## src/rtl/updown_counter.sv

```systemverilog
// ---------------------------------------------------------------------------
// updown_counter
//
// Purpose:
//   Enabled, direction-selectable 6-bit modulo counter for the board top
//   level. A prescaler divides the 50 MHz board clock into a count tick. On
//   each tick the count moves up or down inside the range 0..preload. The
//   count and the preload are each shown as two decimal digits on active-low
//   7-segment displays. LEDs show the count in binary and a tick toggle.
//
// Configuration macro:
//   COUNTER_FAST_TICK_EN - when defined, the prescaler is bypassed and every
//                          enabled clock is a tick (simulation speed-up).
//
// Ports:
//   clk_50MHz               in   1  board clock, rising edge
//   rst_n                   in   1  asynchronous active-low reset
//   updown_toggle           in   1  0 = count up, 1 = count down
//   ena                     in   1  count enable, 0 freezes count and prescaler
//   preload                 in   6  top of the count range 0..preload
//   count_clk_show          out  1  LED, toggles on every tick
//   count_value_number_show out  6  LEDs, current count in binary
//   DISP0_preload           out  8  7-seg, ones digit of preload
//   DISP1_preload           out  8  7-seg, tens digit of preload
//   DISP0                   out  8  7-seg, ones digit of the count
//   DISP1                   out  8  7-seg, tens digit of the count
// ---------------------------------------------------------------------------
module updown_counter #(
    parameter int CLK_DIV = 25_000_000
) (
    input  logic       clk_50MHz,
    input  logic       rst_n,
    input  logic       updown_toggle,
    input  logic       ena,
    input  logic [5:0] preload,
    output logic       count_clk_show,
    output logic [5:0] count_value_number_show,
    output logic [7:0] DISP0_preload,
    output logic [7:0] DISP1_preload,
    output logic [7:0] DISP0,
    output logic [7:0] DISP1
);

    // Tens digit of a 0..63 value, built from compares instead of a divider.
    function automatic logic [3:0] tens_of(input logic [5:0] v);
        if (v >= 6'd60)      return 4'd6;
        else if (v >= 6'd50) return 4'd5;
        else if (v >= 6'd40) return 4'd4;
        else if (v >= 6'd30) return 4'd3;
        else if (v >= 6'd20) return 4'd2;
        else if (v >= 6'd10) return 4'd1;
        else                 return 4'd0;
    endfunction

    // The ones digit is always below 10, so the low 4 bits of the remainder
    // are sufficient.
    function automatic logic [3:0] ones_of(input logic [5:0] v);
        return 4'(v - ({2'b00, tens_of(v)} * 6'd10));
    endfunction

    // Active-low segments, bit 0 = a .. bit 6 = g, bit 7 = decimal point (off).
    function automatic logic [7:0] seg7(input logic [3:0] d);
        case (d)
            4'd0:    return 8'hC0;
            4'd1:    return 8'hF9;
            4'd2:    return 8'hA4;
            4'd3:    return 8'hB0;
            4'd4:    return 8'h99;
            4'd5:    return 8'h92;
            4'd6:    return 8'h82;
            4'd7:    return 8'hF8;
            4'd8:    return 8'h80;
            4'd9:    return 8'h90;
            default: return 8'hFF;
        endcase
    endfunction

    logic       tick;
    logic [5:0] cnt_q, cnt_d;
    logic       show_q, show_d;

`ifdef COUNTER_FAST_TICK_EN
    // Every enabled clock is a tick; no prescaler state exists in this build.
    assign tick = ena;
`else
    localparam int PW = (CLK_DIV > 1) ? $clog2(CLK_DIV) : 1;
    localparam logic [PW-1:0] PRESC_LAST = PW'(CLK_DIV - 1);

    logic [PW-1:0] presc_q, presc_d;

    // The prescaler only advances on enabled cycles, and the tick is raised
    // in the cycle where it sits at its last value.
    always_comb begin
        presc_d = presc_q;
        tick    = 1'b0;
        if (ena) begin
            if (presc_q == PRESC_LAST) begin
                presc_d = '0;
                tick    = 1'b1;
            end else begin
                presc_d = presc_q + 1'b1;
            end
        end
    end

    always_ff @(posedge clk_50MHz or negedge rst_n) begin
        if (!rst_n) begin
            presc_q <= '0;
        end else begin
            presc_q <= presc_d;
        end
    end
`endif

    // Up wraps to 0 at or beyond preload; down wraps to preload at 0 or when
    // the count sits above a lowered preload. With preload = 0 both rules
    // hold the count at 0.
    always_comb begin
        cnt_d  = cnt_q;
        show_d = show_q;
        if (tick) begin
            show_d = ~show_q;
            if (!updown_toggle) begin
                cnt_d = (cnt_q >= preload) ? 6'd0 : cnt_q + 6'd1;
            end else begin
                cnt_d = ((cnt_q == 6'd0) || (cnt_q > preload)) ? preload : cnt_q - 6'd1;
            end
        end
    end

    always_ff @(posedge clk_50MHz or negedge rst_n) begin
        if (!rst_n) begin
            cnt_q  <= 6'd0;
            show_q <= 1'b0;
        end else begin
            cnt_q  <= cnt_d;
            show_q <= show_d;
        end
    end

    assign count_clk_show          = show_q;
    assign count_value_number_show = cnt_q;

    assign DISP0         = seg7(ones_of(cnt_q));
    assign DISP1         = seg7(tens_of(cnt_q));
    assign DISP0_preload = seg7(ones_of(preload));
    assign DISP1_preload = seg7(tens_of(preload));

endmodule

```

## config.mk

```make
export PLATFORM = sky130hd
export DESIGN_NAME = updown_counter
export DESIGN_NICKNAME = d
export VERILOG_FILES = /design/src/rtl/updown_counter.sv
export SDC_FILE = /design/constraint.sdc
export NUM_CORES = 1
export LEC_CHECK = 0
export ABC_AREA = 1
export CORE_UTILIZATION = 40
export CTS_CLUSTER_SIZE = 12
export DETAILED_ROUTE_END_ITERATION = 16
export PLACE_DENSITY_LB_ADDON = 0.1
export SLEW_MARGIN = 10
export SYNTH_ARGS = -nofsm -noshare
export SYNTH_HDL_FRONTEND = slang
export SYNTH_SLANG_ARGS = --single-unit
```

## constraint.sdc

```tcl
create_clock -name clk_50MHz -period 2.6 [get_ports clk_50MHz]
set_input_delay 0.39 -clock clk_50MHz [delete_from_list [all_inputs] [get_ports clk_50MHz]]
set_output_delay 0.39 -clock clk_50MHz [all_outputs]
set_load 0.01 [all_outputs]
```

==> results by group, run 1 <==
Synthesis
  • Area share of the largest cell type after synthesis: 23.6%
  • Leading area contributor after synthesis: dfrtp_1
  • Synthesized cell area: 0.00339 mm^2
  • Synthesized area per cell: 6.73 um^2
  • Syn. warnings: 0
  • Netlist cell types: 41
  • Asr flop ratio synth: 100%
  • Top FF cell, synth: dfrtp_1
  • Cell with the most instances after synthesis: nand2_1
  • Post-synth EDFFs: 0
  • Cells after Synth: 503
  • Synth cell count leaders: 146 x nand2_1, 76 x inv_1, 43 x nor2_1, 36 x nand3_1, 32 x dfrtp_1
  • Yosys reg bits: 32
  • Ranking of synthesized cells by area: dfrtp_1 24%, nand2_1 16%, ha_1 11%
  • Sequential share of the synthesized area: 23.6%

Timing
  • Worst Skew: 7.09 ps
  • Final Hold Violating Endpoints: 0
  • Fin crit share: 116%
  • Setup-failing EPs final: 14
  • Setup_tns: -3560 ps
  • Setup WS post-layout: -407 ps
  • Post-route minimum period: 3010 ps
  • Final Slew Violations: 0
  • Max Freq: 333 MHz
  • Fin Hold WS: 500 ps
  • RSZ-0062 raised after global routing: yes

Routing
  • DRC errors left: 0
  • Initial DRT Pass Iterations: 6
  • Antenna Nets Post-Route: 0
  • Wire length per cell: 12.4 um
  • Via count: 3544
  • Overall routed net length: 9120 um
  • Drt first-iter violations: 209
  • Via density: 4.81

Worst setup path
  • CP peak stage delay: 470 ps
  • WS Path Type: flip-flop to output port
  • Slowest CP cell: dfrtp_2
  • Crit-path cells: nor2_4, buf_4, nand2_1, nand2_1, a21oi_4, ha_4, fa_2, xnor2_4, a21o_4, nand2_4, nand2_4, nand2_1, clkdlybuf4s15_2
  • Critical Path RT: 2210 ps
  • Critical Path Source Type: flip-flop
  • Arrival time at the worst endpoint: 2620 ps
  • Crit path top cell by count: nand2_1
  • Worst-path fanout max: 7
  • Crit end category: output port

Power
  • Clock power share: 22.6%
  • Switching Share: 37.4%
  • Cell leakage power: 2.61 nW
  • Power Dens Cells: 338 mW/mm^2
  • Switching power: 0.596 mW
  • Internal power: 0.998 mW
  • VDD IR max: 0.402 mV
  • Combinational fraction of design power: 37.6%
  • Proportion of power drawn by flip-flops and latches: 39.8%

Clock network
  • Maximum clock path buffer count: 2
  • CTS Sinks: 32
  • Clock Latency Late Sink: 280 ps
  • Number of CTS-inserted buffers: 5
  • CTS tree: yes
  • H-tree depth: 2
  • Clock root cell: clkbuf_8
  • CTS clk-pin slew, worst paths: 70 ps

Floorplanning
  • Core Area: 0.00822 mm^2
  • Die H: 94.0 um
  • Die W: 94.0 um
  • Die area: 0.00884 mm^2
  • Initial core utilization: 41.2%
  • Cell row count: 33
  • IO Count: 49

Hold path
  • Hold WC Path Type: input pin to asynchronous set/reset pin

Cells and area
  • Syn-to-layout area delta: 39.3%
  • N_diodes: 0
  • Final net count: 675
  • Share of layout cells above drive strength 1: 32.6%

Placed design
  • Detailed Place HPWL: 6810 um
  • GP Congestion: 0.926
  • Buffers on Ports: 44

Run
  • Max-Cap Viols: 0

Outcome
  • Status: finished with violations
  • Failing checks: setup timing

GRT
  • Initial antenna violation count: 0
  • First-pass GRT wire length: 15100 um
  • GRT Util Overall: 21.5%
  • Pin count of the biggest net entering global routing: 33
  • Global route total overflow: 0
  • Vias in the first global route: 3306
-- power groups by stage --
| stage | registers [mW] | clock network, mW | logic [mW] |
|---|---|---|---|
| finish | 0.634 | 0.359 | 0.600 |
| CTS | 0.634 | 0.372 | 0.576 |
| global route | 0.644 | 0.401 | 0.669 |
| floorplan | 0.615 | 0 | 0.377 |
| global placement | 0.640 | 0 | 0.563 |
| detailed placement | 0.643 | 0 | 0.570 |
-- metal layers --
layer	GRT usage (%)	vias up	share of wire, %
met5	0	-	0
met4	5.00	0	1.2
met3	2.27	10	3.6
met2	36.7	72	48
met1	29.1	1622	48
li1	-	1840	-
-- what timing repair did --
item | in CTS | in global routing
hold buffers | 0 | 0
gates resized for setup | 148 | 25
buffers inserted | 25 | 1
pin swaps | 18 | 14
endpoints found under the setup margin | 28 | 23
-- critical path, delay by kind of cell (launching register included) --
| family | cells | cell delay [ps] |
|---|---|---|
| xor gates and xnor gates | 1 | 160 |
| adders and majority gates | 2 | 570 |
| DFF | 1 | 470 |
| AOI/OAI and AO/OA | 2 | 310 |
| and+or+nand+nor | 6 | 520 |
| buffers and inverters | 2 | 340 |
-- through the flow --
stage / area (um^2) / instances / utilization (%) / power [mW] / setup slack (ps)
floorplan: 3440 / 506 / - / 0.991 / -135
global placement: 4370 / 705 / 53.2 / 1.20 / -926
detailed placement: 4370 / 705 / 53.2 / 1.21 / -1040
CTS: 4660 / 737 / 56.8 / 1.58 / -428
global route: 4720 / 737 / 57.4 / 1.71 / -554
finish: 4720 / 737 / 57.4 / 1.59 / -407
-- sequential cells by signal (all words and copies together), names as in the netlist --
signal	flops
presc_q	25
count_value_number_show	6
count_clk_show	1
-- final cells by class --
class | instances | area [um^2]
Sequential cell | 32 | 805
Tap cell | 105 | 131
Inverter | 81 | 314
Fill cell | 797 | 3500
Timing Repair Buffer | 128 | 1000
Multi-Input combinational cell | 384 | 2390
Clock inverter | 1 | 5.00
Clock buffer | 6 | 72.6
-- cells by family (layout without fill, tap and decap cells) --
kind of cell	after synthesis	after routing	synth area share, %
buf+inv	90	216	11.2
other cells	1	4	0.111
simple gates	285	285	40.1
flops	32	32	23.6
xor+xnor	14	14	3.84
fa+ha+maj	33	33	12.6
compound gates	48	48	8.42
-- worst paths after layout --
kind / startpoint / end / slack (ps) / cells after the start
max: count_value_number_show[3] / DISP0[1] / -410 / 13
min: rst_n / presc_q[19] / 500 / 2
max reg2reg: count_value_number_show[3] / count_value_number_show[3] / 500 / 11
min reg2reg: count_clk_show / count_clk_show / 510 / 1
max in group asynchronous: rst_n / count_value_number_show[5] / 1780 / 2
min in group clk_50MHz: count_clk_show / count_clk_show / 510 / 1
-- placed cells by master (no fill, tap or decap), types with 4 or more instances in the layout --
cell type and count:
a21oi_1 18, buf_2 18, buf_4 79, buf_6 8, clkbuf_8 5, clkdlybuf4s50_1 12, conb_1 4, dfrtp_1 29
dlygate4sd2_1 6, ha_1 28, inv_1 68, inv_2 10, nand2_1 126, nand2_2 22, nand2_4 7, nand3_1 36
nand3_2 4, nand3b_1 4, nand4_1 5, nor2_1 42, nor2_2 7, nor3_1 14, nor3_2 4, o21ai_0 6
o21ai_1 7, o21ai_2 8, xor2_1 8
Note: power is estimated with default switching activity, not from simulation.
==> inputs of run 2 (changes only) <==
- CORE_MARGIN: default -> 5
==> results by group, run 2 (synthesis results as in run 1) <==
Clock network
  • Clock root cell: clkbuf_8
  • H-tree depth: 2
  • CTS Sinks: 32
  • Clock Latency Late Sink: 280 ps
  • CTS tree: yes
  • Number of CTS-inserted buffers: 5
  • Hold buffers post-CTS: 0
  • CTS clk-pin slew, worst paths: 70 ps
  • Maximum clock path buffer count: 2

Cells and area
  • Seq. cell area: 806 um^2
  • Share of layout cells above drive strength 1: 34.8%
  • Most common cell after layout, fill and taps aside: nand2_1
  • N_diodes: 0
  • Syn-to-layout area delta: 41.7%
  • Final net count: 675
  • Fillers: 782
  • Footprint of the multi-input gates: 0.00244 mm^2
  • Largest register FFs: 25
  • Most flops, register: presc_q
  • Post-layout instance area: 0.00480 mm^2
  • Most frequent cells in the layout: 122 x nand2_1, 75 x buf_4, 66 x inv_1

Outcome
  • Status: finished with violations
  • Failing checks: setup timing

Timing
  • Fin Hold WS: 500 ps
  • Setup WS post-layout: -455 ps
  • Final Slew Violations: 0
  • Worst Skew: 5.34 ps
  • Post-route minimum period: 3060 ps
  • Final Hold Violating Endpoints: 0
  • RSZ-0062 raised after global routing: yes
  • Fin crit share: 118%
  • Max Freq: 327 MHz
  • Setup-failing EPs final: 21
  • Setup_tns: -5450 ps

Power
  • Power Dens Cells: 332 mW/mm^2
  • VDD IR max: 0.377 mV
  • Cell leakage power: 2.65 nW

Worst setup path
  • Critical Path Source Type: flip-flop
  • Arrival time at the worst endpoint: 2670 ps
  • Critical Path RT: 2210 ps
  • WS Path Type: flip-flop to output port
  • Worst-path fanout max: 4
  • Crit end category: output port

GRT
  • Global route total overflow: 0
  • Initial antenna violation count: 0
  • Vias in the first global route: 3390
  • Met2 GRT Util: 29.1%
  • Met1 Usage GRT: 25.1%
  • GRT Util Overall: 17.9%
  • First-pass GRT wire length: 15400 um
  • Busiest layer in global routing: met2
  • GR Util met3: 2.73%
  • Pin count of the biggest net entering global routing: 33

Placed design
  • GP Congestion: 0.904
  • Buffers on Ports: 44
  • Detailed Place HPWL: 6930 um
  • Pre-CTS setup slack: -1030 ps
  • Placed cell area: 0.00433 mm^2

Routing
  • Wire length per cell: 12.7 um
  • Overall routed net length: 9360 um
  • Via count: 3589
  • DRC errors left: 0
  • Initial DRT Pass Iterations: 4
  • Drt first-iter violations: 109
  • Via density: 4.87
  • Antenna Nets Post-Route: 0

Floorplanning
  • Core Area: 0.00822 mm^2
  • Die W: 102 um
  • IO Count: 49
  • Initial core utilization: 41.2%
  • Die area: 0.0104 mm^2
  • Die H: 102 um
  • Cell row count: 33

Run
  • Max-Cap Viols: 0

Hold path
  • Hold WC Path Type: input pin to asynchronous set/reset pin
-- run 2: changes by cell type in the layout (fill, tap and decap cells not counted), moves of 3 or more --
cell / change
buf_6: +6
o21ai_1: -4
buf_4: -4
nand2_1: -4
o21ai_2: +3
-- run 2: routing by layer --
metal / vias up / wire, um / part of all wire, %
li1: 1842 / - / -
met1: 1666 / 4400 / 47
met2: 68 / 4450 / 48
met3: 13 / 374 / 4.0
met4: 0 / 133 / 1.4
met5: - / 0 / 0
-- run 2: final cells by class --
type | count | share of cell area, %
repair buffers | 128 | 21.3
well taps | 105 | 2.74
clock buffers | 6 | 1.51
clock inverters | 1 | 0.104
flip-flops and latches | 32 | 16.8
inverters | 81 | 6.65
multi-input cells | 384 | 50.9
-- run 2: worst paths after layout --
path                                              endpoint                       start  cells past startpoint  slack (ps)
worst min register to register                  presc_q[0]                  presc_q[0]                      1         500
worst max-delay path                              DISP0[5]  count_value_number_show[2]                     16        -460
worst min-delay path                           presc_q[23]                       rst_n                      2         500
worst max register to register  count_value_number_show[5]  count_value_number_show[3]                     11         650
min in group clk_50MHz                          presc_q[0]                  presc_q[0]                      1         500
max in group asynchronous       count_value_number_show[1]                       rst_n                      2        1790
-- run 2: worst max-delay path, cell delays in order (launching register included) --
cell and delay [ps]:
dfrtp_2 460, nor2_4 130, inv_2 40, o21ai_2 130
nand2_1 80, nand2_2 80, nand2_2 80, a21oi_4 200
ha_4 160, fa_2 440, buf_6 160, inv_6 60
nand2_4 50, o21ai_2 50, nand3_1 90, nand2_2 80
buf_6 90
-- run 2: per-stage QoR --
step | util, % | instances | power (mW)
2_1_floorplan | - | 506 | 0.991
3_3_place_gp | 52.7 | 699 | 1.21
3_5_place_dp | 52.7 | 699 | 1.22
4_1_cts | 56.3 | 730 | 1.57
5_1_grt | 58.4 | 737 | 1.72
6_report | 58.4 | 737 | 1.59
-- run 2: report_power, final --
part / leakage [nW] / switching (mW) / internal, mW
Combinational: 2.24 / 0.345 / 0.262
Clock: 0.0410 / 0.173 / 0.182
Sequential: 0.371 / 0.0752 / 0.558
-- run 2: what timing repair did --
item | CTS | global route
setup buffers | 24 | 8
resized for setup | 159 | 43
pin swaps | 29 | 24
hold endpoints to repair | 0 | 0
endpoints found under the setup margin | 28 | 25
==> inputs of run 3 (changes only) <==
- RECOVER_POWER: default -> 50
- TNS_END_PERCENT: default -> 5
==> results by group, run 3 (synthesis results as in run 1) <==
Clock network
  • CTS Sinks: 32
  • Number of CTS-inserted buffers: 5
  • CTS clk-pin slew, worst paths: 70 ps
  • H-tree depth: 2
  • Clock Latency Late Sink: 280 ps
  • CTS tree: yes
  • Maximum clock path buffer count: 2
  • Hold buffers post-CTS: 0
  • Clock root cell: clkbuf_8

Timing
  • Fin crit share: 117%
  • Worst slew pin tran: 1680 ps
  • Relative slew slack: -12.0%
  • Max Freq: 328 MHz
  • Final Slew Violations: 33
  • Fin Hold WS: 507 ps
  • Setup-failing EPs final: 18
  • Final Hold Violating Endpoints: 0
  • Post-route minimum period: 3050 ps
  • Worst Skew: 4.37 ps
  • Setup WS post-layout: -452 ps
  • RSZ-0062 raised after global routing: yes

Worst setup path
  • Critical Path Source Type: flip-flop
  • Crit end category: output port
  • Critical Path RT: 2210 ps
  • Slowest CP cell: dfrtp_2
  • CP peak stage delay: 470 ps
  • Arrival time at the worst endpoint: 2660 ps
  • WS Path Type: flip-flop to output port
  • Worst-path fanout max: 4
  • Crit-path cells: nand2_4, nor2_1, nor2_1, nand2_2, nand2_4, a21oi_4, ha_4, fa_2, xnor2_4, a21o_4, buf_4, nand3_1, nand2_1, buf_2

GRT
  • First-pass GRT wire length: 15400 um
  • Global route total overflow: 0
  • Initial antenna violation count: 0
  • Pin count of the biggest net entering global routing: 33
  • GRT Util Overall: 18.0%
  • Vias in the first global route: 3481

Placed design
  • Placed cell area: 0.00439 mm^2
  • Buffers on Ports: 44
  • DP Cell Count: 708
  • Detailed Place HPWL: 6940 um
  • GP Congestion: 0.915

Cells and area
  • Share of layout cells above drive strength 1: 31.9%
  • Largest register FFs: 25
  • N_diodes: 0
  • Final net count: 682
  • Syn-to-layout area delta: 39.9%
  • Most frequent cells in the layout: 135 x nand2_1, 88 x buf_4, 69 x inv_1
  • Most flops, register: presc_q
  • Most common cell after layout, fill and taps aside: nand2_1
  • Post-layout instance area: 0.00474 mm^2
  • Layout Cells excl Fill: 745

Routing
  • Wire length per cell: 12.4 um
  • Overall routed net length: 9260 um
  • Antenna Nets Post-Route: 0
  • Initial DRT Pass Iterations: 4
  • Drt first-iter violations: 141
  • Via count: 3566
  • Via density: 4.79
  • DRC errors left: 0

Power
  • Cell leakage power: 2.64 nW
  • Power Dens Cells: 356 mW/mm^2
  • Power, Total: 1.69 mW
  • VDD IR max: 0.362 mV

Outcome
  • Status: finished with violations
  • Failing checks: capacitance limit, slew limit, setup timing

Floorplanning
  • Cell row count: 33
  • IO Count: 49
  • Initial core utilization: 41.2%
  • Core Area: 0.00822 mm^2
  • Die area: 0.0104 mm^2
  • Die W: 102 um
  • Die H: 102 um

Run
  • Max-Cap Viols: 1

Hold path
  • Hold WC Path Type: flip-flop to flip-flop
-- run 3: timing repair --
| item | CTS | global route |
|---|---|---|
| setup endpoints to repair | 28 | 27 |
| pin swaps | 20 | 14 |
| buffers inserted | 25 | 4 |
| gates resized for setup | 141 | 24 |
-- run 3: report_power, final --
group,switching [mW],leakage (nW),internal (mW)
combinational,0.329,2.21,0.256
clock,0.187,0.0552,0.284
sequential,0.0728,0.372,0.558
-- run 3: cell type report --
type	count	area (um^2)
sequential	32	805
clock buffer	6	72.6
inverter	81	312
tap	105	131
timing repair buffer	135	1020
multi-input combinational	384	2360
clock inverter	2	35.0
fill	813	3480
-- run 3: stage by stage --
step | setup WS (ps) | setup TNS (ps) | util (%)
after global placement | -933 | -13660 | 53.4
after detailed placement | -1070 | -14990 | 53.4
after global routing | -561 | -7180 | 57.7
final | -452 | -4550 | 57.7
after floorplan | -141 | -1340 | -
after CTS | -406 | -4000 | 57.2
-- run 3: worst max-delay path: cells and delay by family (launching register included) --
kind | cells | cell delay [ps]
AOI/OAI and AO/OA | 2 | 280
xor gates and xnor gates | 1 | 170
adders and majority gates | 2 | 590
buffers and inverters | 2 | 280
DFF | 1 | 470
and+or+nand+nor | 7 | 570
-- run 3: worst paths after layout --
kind	depth (start not counted)	start	slack, ps	end
max	14	count_value_number_show[2]	-450	DISP0[3]
min	1	count_clk_show	510	count_clk_show
max reg2reg	11	count_value_number_show[5]	660	count_value_number_show[3]
min reg2reg	1	count_clk_show	510	count_clk_show
max in group asynchronous	2	rst_n	420	count_value_number_show[2]
min in group asynchronous	2	rst_n	1080	presc_q[19]
-- run 3: per-layer routing --
layer  vias up  share of wire [%]  track usage [%]
li1       1855                  -                -
met1      1636                 46             23.9
met2        69                 49             31.8
met3         6                4.2             2.66
met4         0               0.38             2.42
met5         -                  0                0
